**src/rtl/gray_ptr_ctrl.sv**
```systemverilog
// Gray-coded FIFO pointer controller for one side of an async FIFO.
// Optional occupancy output o_level is enabled by defining GRAY_PTR_CTRL_LEVEL_EN.
module gray_ptr_ctrl #(
  parameter int ADDR_WIDTH    = 3,
  parameter int IS_WRITE      = 1,
  parameter int SYNC_STAGES   = 2,
  parameter int ALMOST_THRESH = 1
) (
  input  logic                  i_clk,
  input  logic                  i_rst,
  input  logic                  i_inc,
  input  logic [ADDR_WIDTH:0]   i_remote_gray,
  output logic                  o_accept,
  output logic [ADDR_WIDTH-1:0] o_addr,
  output logic [ADDR_WIDTH:0]   o_ptr,
  output logic                  o_status,
  output logic                  o_almost
`ifdef GRAY_PTR_CTRL_LEVEL_EN
  ,
  output logic [ADDR_WIDTH:0]   o_level
`endif
);

  localparam int PW = ADDR_WIDTH + 1;
  localparam logic [PW-1:0] DEPTH            = {1'b1, {ADDR_WIDTH{1'b0}}};
  localparam logic [PW-1:0] ALMOST_FULL_LVL  = DEPTH - PW'(ALMOST_THRESH);
  localparam logic [PW-1:0] ALMOST_EMPTY_LVL = PW'(ALMOST_THRESH);
  localparam logic [PW-1:0] FULL_FLIP        = {2'b11, {(ADDR_WIDTH-1){1'b0}}};
  localparam logic          FLAG_RST         = (IS_WRITE == 0);

  logic [PW-1:0] bin_q;
  logic [PW-1:0] bin_next;
  logic [PW-1:0] gray_next;
  logic [PW-1:0] sync_q [SYNC_STAGES];
  logic [PW-1:0] sync_gray;
  logic [PW-1:0] rbin;
  logic [PW-1:0] used;
  logic          status_next;
  logic          almost_next;

  // NOTE: every always_comb output gets a value on every path, so no latch is inferred.
  always_comb begin
    o_accept  = i_inc & ~o_status;
    bin_next  = bin_q + PW'(o_accept);
    gray_next = bin_next ^ (bin_next >> 1);
    sync_gray = sync_q[SYNC_STAGES-1];
    rbin      = '0;
    for (int i = 0; i < PW; i++) begin
      rbin[i] = ^(sync_gray >> i);
    end
    if (IS_WRITE != 0) begin
      used        = bin_next - rbin;
      status_next = (gray_next == (sync_gray ^ FULL_FLIP));
      almost_next = (used >= ALMOST_FULL_LVL);
    end else begin
      used        = rbin - bin_next;
      status_next = (gray_next == sync_gray);
      almost_next = (used <= ALMOST_EMPTY_LVL);
    end
  end

  // NOTE: sequential state uses non-blocking assignments so all flops update from pre-edge values.
  always_ff @(posedge i_clk or posedge i_rst) begin
    if (i_rst) begin
      bin_q    <= '0;
      o_ptr    <= '0;
      o_status <= FLAG_RST;
      o_almost <= FLAG_RST;
    end else begin
      bin_q    <= bin_next;
      o_ptr    <= gray_next;
      o_status <= status_next;
      o_almost <= almost_next;
    end
  end

  // NOTE: synchronizer stages are reset so flags are consistent with a zero remote pointer out of reset.
  always_ff @(posedge i_clk or posedge i_rst) begin
    if (i_rst) begin
      for (int i = 0; i < SYNC_STAGES; i++) begin
        sync_q[i] <= '0;
      end
    end else begin
      sync_q[0] <= i_remote_gray;
      for (int i = 1; i < SYNC_STAGES; i++) begin
        sync_q[i] <= sync_q[i-1];
      end
    end
  end

`ifdef GRAY_PTR_CTRL_LEVEL_EN
  always_ff @(posedge i_clk or posedge i_rst) begin
    if (i_rst) begin
      o_level <= '0;
    end else begin
      o_level <= used;
    end
  end
`endif

  assign o_addr = bin_q[ADDR_WIDTH-1:0];

endmodule

```
**config.mk**
```make
export PLATFORM = sky130hd
export DESIGN_NAME = gray_ptr_ctrl
export DESIGN_NICKNAME = d
export VERILOG_FILES = /design/src/rtl/gray_ptr_ctrl.sv
export SDC_FILE = /design/constraint.sdc
export NUM_CORES = 1
export LEC_CHECK = 0
export ABC_CLOCK_PERIOD_IN_PS = 2100
export BUFFER_PORTS_ARGS = -buffer_cell sky130_fd_sc_hd__buf_2
export CORE_MARGIN = 3
export CORE_UTILIZATION = 45
export CTS_BUF_LIST = sky130_fd_sc_hd__clkbuf_16
export CTS_CLUSTER_SIZE = 12
export DETAILED_ROUTE_END_ITERATION = 10
export PLACE_DENSITY = 0.83
export REMOVE_ABC_BUFFERS = 1
export SETUP_SLACK_MARGIN = 0.05
export SLEW_MARGIN = 15
export SYNTH_ARGS = -nofsm -noshare
export SYNTH_HDL_FRONTEND = slang
export SYNTH_SLANG_ARGS = --single-unit
```
**constraint.sdc**
```tcl
create_clock -name i_clk -period 2.1 [get_ports i_clk]
set_input_delay 0.21 -clock i_clk [delete_from_list [all_inputs] [get_ports i_clk]]
set_output_delay 0.21 -clock i_clk [all_outputs]
set_load 0.05 [all_outputs]
```
==> metrics, run 1 <==
outcome=finished with violations; failing checks=negative setup slack; layout cells sized above 1=46.4%; clk buf depth=2; crit-path max FO=2; Inserted Clock Buffers=3; IO Count=17; Die H=46.7 microns; CP arrival=2.26 ns; final setup fails=1; final-layout fill cell count=131; post-synthesis sequential area ratio=57.0%; Routed WL=1310 microns; clock tree sinks=17; Bufs and invs on worst path=0; Area Overhead vs Synth=41.0%; R2R setup slack=-0.04 ns; Inserted Diodes=0; normalized max-slew margin=59.0%; Cell Count Post-Placement=93; CTS tree=done; dpl hpwl=960 microns; flops & latches, synth=17; area leader, netlist=dfrtp_1; Antenna Nets Post-Route=0; Die X=46.7 microns; post-route setup slack=-0.0400 ns; slew at the pin with the worst max-slew slack=0.614 ns; hold buffer count at CTS=0; multi-input logic area=355 sq um; number of I/O port buffers=16; routed len/inst=13.1 microns; Residual DRC=0; final clock skew=0.00530 ns; Root Driver=clkbuf_16; pin count of the biggest net entering global routing=18; Final nets=98; initial detailed-routing violation count=2; number of flops mapped to enable cells by yosys=0; first-pass GRT wire length=2100 microns; area of the core=1540 sq um; H-tree levels=1; Worst Setup End Kind=flop; GRT overflow=0; Crit Path Class=reg2reg; TritonRoute pass-1 iters=2; startpoint types=flop; Skew-Pair Late Insertion Delay=0.24 ns; ys async rst share=100%; crit path cell chain=xnor2_2 -> xor2_2 -> xnor2_1 -> ha_2 -> fa_2 -> nor3_4 -> nor4b_2 -> a21oi_1; final hold violation count=0; CP Data Required Time=2.22 ns; initial antenna violation count=0; storage element area=425 sq um; Worst path top cell family by delay=adder cells; fin cells=100; Final period util=102%; top cell type's share of synthesized area=57.0%; main flop type after synthesis=dfrtp_1; GPL Wtd Cong=0.738; synth top area cells=dfrtp_1 57%, xor2_1 9.4%, ha_1 8.4%; die area=2180 sq um; Min Clock Period, post-route=2.14 ns; delay of the slowest cell on the worst path=0.55 ns; Slew Limit Fails=0; Netlist Area Pre-Place=747 sq um; total vias in the final route=486; number of global-route vias before repair=508; RSZ-0062 raised after global routing=true; Worst path slowest cell=fa_2; Std-Cell Rows=14; gr usage total=14.1%; initial core utilization=48.5%; Post-Syn Instances=54; Via density=4.86; synth warn=0; CTS clk-pin slew, worst paths=0.05 ns; HP Class=in2async; Max-Cap Viols=0; syn_area_per_cell=13.8 sq um; fmax=0.467 GHz; distinct cell type count after synthesis=16
[per-layer routing]
layer	global-route usage [%]	up-vias	wire, microns
met5	0	-	0
met4	6.63	0	0
met3	3.45	0	71
met2	24.2	19	689
met1	16.7	235	553
li1	-	232	-
[registers in the layout, indices dropped and copies added (netlist names)]
name,count
sync_q,4
o_ptr,3
sync_gray,4
o_status,1
bin_q,4
o_almost,1
[through the flow]
stage / instance area [sq um] / util, % / setup TNS, ns / hold slack [ns] / setup slack [ns]
6_report: 1050 / 68.3 / -0.0400 / 0.0314 / -0.0400
5_1_grt: 1050 / 68.3 / -0.187 / 0.0643 / -0.187
4_1_cts: 996 / 64.6 / -0.0627 / 0.0629 / -0.0627
3_5_place_dp: 900 / 58.4 / -0.115 / 0.320 / -0.115
3_3_place_gp: 900 / 58.4 / -0.0895 / 0.304 / -0.0895
2_1_floorplan: 747 / - / -2.21 / 0.136 / -0.881
[path summary, 6_finish.rpt]
check,cells past startpoint,startpoint,endpoint
min in group i_clk,1,i_remote_gray[0],sync_q[4]$_DFF_PP0_
worst min-delay path,2,i_rst,o_almost$_DFF_PP0_
worst max register to register,8,sync_gray[3]$_DFF_PP0_,o_almost$_DFF_PP0_
worst min register to register,0,sync_q[6]$_DFF_PP0_,sync_gray[2]$_DFF_PP0_
worst max-delay path,8,sync_gray[3]$_DFF_PP0_,o_almost$_DFF_PP0_
max in group asynchronous,2,i_rst,bin_q[3]$_DFF_PP0_
[final cells by class]
class                   count  area share, %
clock buffers               3           7.13
multi-input cells          32           33.7
flip-flops and latches     17           40.4
repair buffers             26           14.7
clock inverters             1          0.356
well taps                  16           1.90
inverters                   5           1.78
[layout by cell type, fill, tap and decap left out, drive strengths merged]
cell type,instances
a21oi,2
and3,1
buf,26
clkbuf,3
dfrtp,17
fa,1
ha,5
inv,6
nand2,2
nor2b,2
nor3,1
nor4,1
nor4b,1
o21ai,1
xnor2,5
xnor3,1
xor2,9
[cell families (layout without fill, tap and decap cells)]
family                     after synthesis  in the layout  share of synthesized area [%]
AOI/OAI and AO/OA                        3              3                           2.01
and+or+nand+nor                          8              8                           7.04
xor gates and xnor gates                15             15                           20.4
DFF                                     17             17                           57.0
adders and majority gates                6              6                           11.1
buffers and inverters                    5             35                           2.51
[cell usage after synthesis, drive strengths merged, types with 2 or more instances]
library cell / count
dfrtp: 17
xor2: 9
ha: 5
inv: 5
xnor2: 5
a21oi: 2
nand2: 2
nor2b: 2
[timing repair]
item,4_1_cts,5_1_grt
pin swaps,1,5
setup buffers,0,3
endpoints found under the setup margin,1,2
gates resized for setup,4,5
cloned,0,0
Power of run 1 is left out: the tool's default activity adds up to more than one toggle a clock period on the data nets, which glitch-free logic cannot reach.
==> run 2, diff against run 1 <==
--- a/config.mk
+++ b/config.mk
@@ -7,6 +7,7 @@
 export LEC_CHECK = 0
 export ABC_CLOCK_PERIOD_IN_PS = 2100
 export BUFFER_PORTS_ARGS = -buffer_cell sky130_fd_sc_hd__buf_2
+export CORE_ASPECT_RATIO = 1.1
 export CORE_MARGIN = 3
 export CORE_UTILIZATION = 45
 export CTS_BUF_LIST = sky130_fd_sc_hd__clkbuf_16
==> run 2 against run 1 <==
Compared with the run above:
- the flow still finishes with violations (negative setup slack)
- sequential share of layout area down 0.52 points
- highest routed layer unchanged
- utilization increased by 5.1 points
- die area about the same
==> metrics, run 2 (synthesis gave the netlist of run 1 again) <==
initial core utilization=51.4% (was 48.5%); Final period util=104% (was 102%); reg2reg end=o_almost$_DFF_PP0_ (unchanged); fin cells=102 (was 100); commonest non-fill, non-tap cell in the layout=dfrtp_1 (unchanged); most frequent cells in the layout=17 x dfrtp_1, 16 x buf_2, 12 x buf_4 (was 17 x dfrtp_1, 16 x buf_2, 10 x buf_4); Crit Path Class=reg2reg (unchanged); pre-CTS setup slack=-0.161 ns (was -0.115 ns); initial detailed-routing violation count=0 (was 2); fmax=0.458 GHz (was 0.467 GHz); final clock skew=0.000893 ns (was 0.00530 ns); gr usage total=13.4% (was 14.1%); Routed WL=1230 microns (was 1310 microns); routed len/inst=12.0 microns (was 13.1 microns); Inserted Diodes=0 (unchanged); GPL Wtd Cong=0.744 (was 0.738); Via density=4.59 (was 4.86); startpoint types=flop (unchanged); Die H=48.7 microns (was 46.7 microns); CP Data Required Time=2.22 ns (about the same); TritonRoute pass-1 iters=1 (was 2); crit-path max FO=2 (unchanged); RSZ-0062 raised after global routing=true (unchanged); Worst Setup End Kind=flop (unchanged); Cell Count Post-Placement=95 (was 93); first-pass GRT wire length=2140 microns (was 2100 microns); IO Count=17 (unchanged); CP arrival=2.31 ns (was 2.26 ns); Min Clock Period, post-route=2.18 ns (was 2.14 ns); Die X=44.8 microns (was 46.7 microns); normalized max-slew margin=58.5% (was 59.0%); GRT overflow=0 (unchanged); Antenna Nets Post-Route=0 (unchanged); Area Overhead vs Synth=42.9% (was 41.0%); post-route setup slack=-0.0831 ns (was -0.0400 ns); Reg2Reg Depth=8 (unchanged); CTS tree=done (unchanged); outcome=finished with violations (unchanged); die area=2190 sq um (was 2180 sq um); Slew Limit Fails=0 (unchanged); Max-Cap Viols=0 (unchanged); final setup fails=1 (unchanged); Root Driver=clkbuf_16 (unchanged); number of global-route vias before repair=505 (was 508); HP Class=in2async (unchanged); clock tree sinks=17 (unchanged); pin count of the biggest net entering global routing=18 (unchanged); total vias in the final route=468 (was 486); Final nets=100 (was 98); failing checks=negative setup slack (unchanged); final hold violation count=0 (unchanged); Residual DRC=0 (unchanged); area of the core=1450 sq um (was 1540 sq um); H-tree levels=1 (unchanged); dpl hpwl=893 microns (was 960 microns); Std-Cell Rows=14 (unchanged); initial antenna violation count=0 (unchanged); Inserted Clock Buffers=3 (unchanged); Skew-Pair Late Insertion Delay=0.24 ns (about the same); CTS clk-pin slew, worst paths=0.05 ns (about the same); slew at the pin with the worst max-slew slack=0.622 ns (was 0.614 ns); R2R setup slack=-0.08 ns (was -0.04 ns); reg-to-reg startpoint=sync_gray[2]$_DFF_PP0_ (was sync_gray[3]$_DFF_PP0_); number of I/O port buffers=16 (unchanged); layout cells sized above 1=50.0% (was 46.4%); hold buffer count at CTS=0 (unchanged); clk buf depth=2 (unchanged)
[run 2: cell types whose count changed in the layout (fill, tap and decap cells not counted)]
cell / change
nor2b_1: -1
buf_4: +2
xnor2_1: +1
nor2b_2: +1
xnor2_2: -1
inv_1: -1
clkinv_2: +1
ha_1: -1
ha_2: +1
[run 2: through the flow]
stage | TNS (ns) | util [%] | hold WS [ns] | area [sq um]
after floorplan | -2.21 | - | 0.136 | 747
after global placement | -0.0828 | 62.9 | 0.305 | 915
after detailed placement | -0.161 | 62.9 | 0.319 | 915
after CTS | -0.130 | 70.6 | 0.0665 | 1030
after global routing | -0.228 | 73.4 | 0.0623 | 1070
final | -0.0831 | 73.4 | 0.0384 | 1070
[run 2: how the worst max path moves through the flow]
| stage | cells past startpoint | slack (ns) | end | startpoint |
|---|---|---|---|---|
| after floorplan | 9 | -0.88 | o_almost$_DFF_PP0_ | o_status$_DFF_PP0_ |
| after global placement | 9 | -0.08 | o_almost$_DFF_PP0_ | sync_gray[2]$_DFF_PP0_ |
| after detailed placement | 9 | -0.16 | o_almost$_DFF_PP0_ | sync_gray[2]$_DFF_PP0_ |
| after CTS | 9 | -0.13 | o_almost$_DFF_PP0_ | sync_gray[3]$_DFF_PP0_ |
| after global routing | 8 | -0.23 | o_almost$_DFF_PP0_ | sync_gray[2]$_DFF_PP0_ |
| final | 8 | -0.08 | o_almost$_DFF_PP0_ | sync_gray[2]$_DFF_PP0_ |
[run 2: final cells by class]
cell class | count | area (sq um)
sequential | 17 | 425
fill | 106 | 387
multi-input combinational | 32 | 353
timing repair buffer | 28 | 170
clock buffer | 3 | 75.1
tap | 16 | 20.0
inverter | 5 | 18.8
clock inverter | 1 | 5.00
[run 2: worst max-delay path, stage by stage (launching register included)]
cell and delay (ns):
dfrtp_1 0.40, xnor2_2 0.25, xor2_2 0.22, xnor2_1 0.10, ha_2 0.19, fa_2 0.57, nor3_4 0.05, nor4b_2 0.22
a21oi_1 0.06
[run 2: per-layer routing]
metal,GRT usage (%),up-vias,part of all wire [%]
li1,-,234,-
met3,3.33,0,8.0
met4,7.32,0,0
met5,0,-,0
met2,19.4,17,48
met1,17.9,217,44
[run 2: timing repair]
| action | CTS | global route |
|---|---|---|
| endpoints found under the setup margin | 1 | 2 |
| gates resized for setup | 5 | 5 |
| buffers inserted | 1 | 2 |
| pin swaps | 6 | 9 |
Power of run 2 is left out for the same reason.
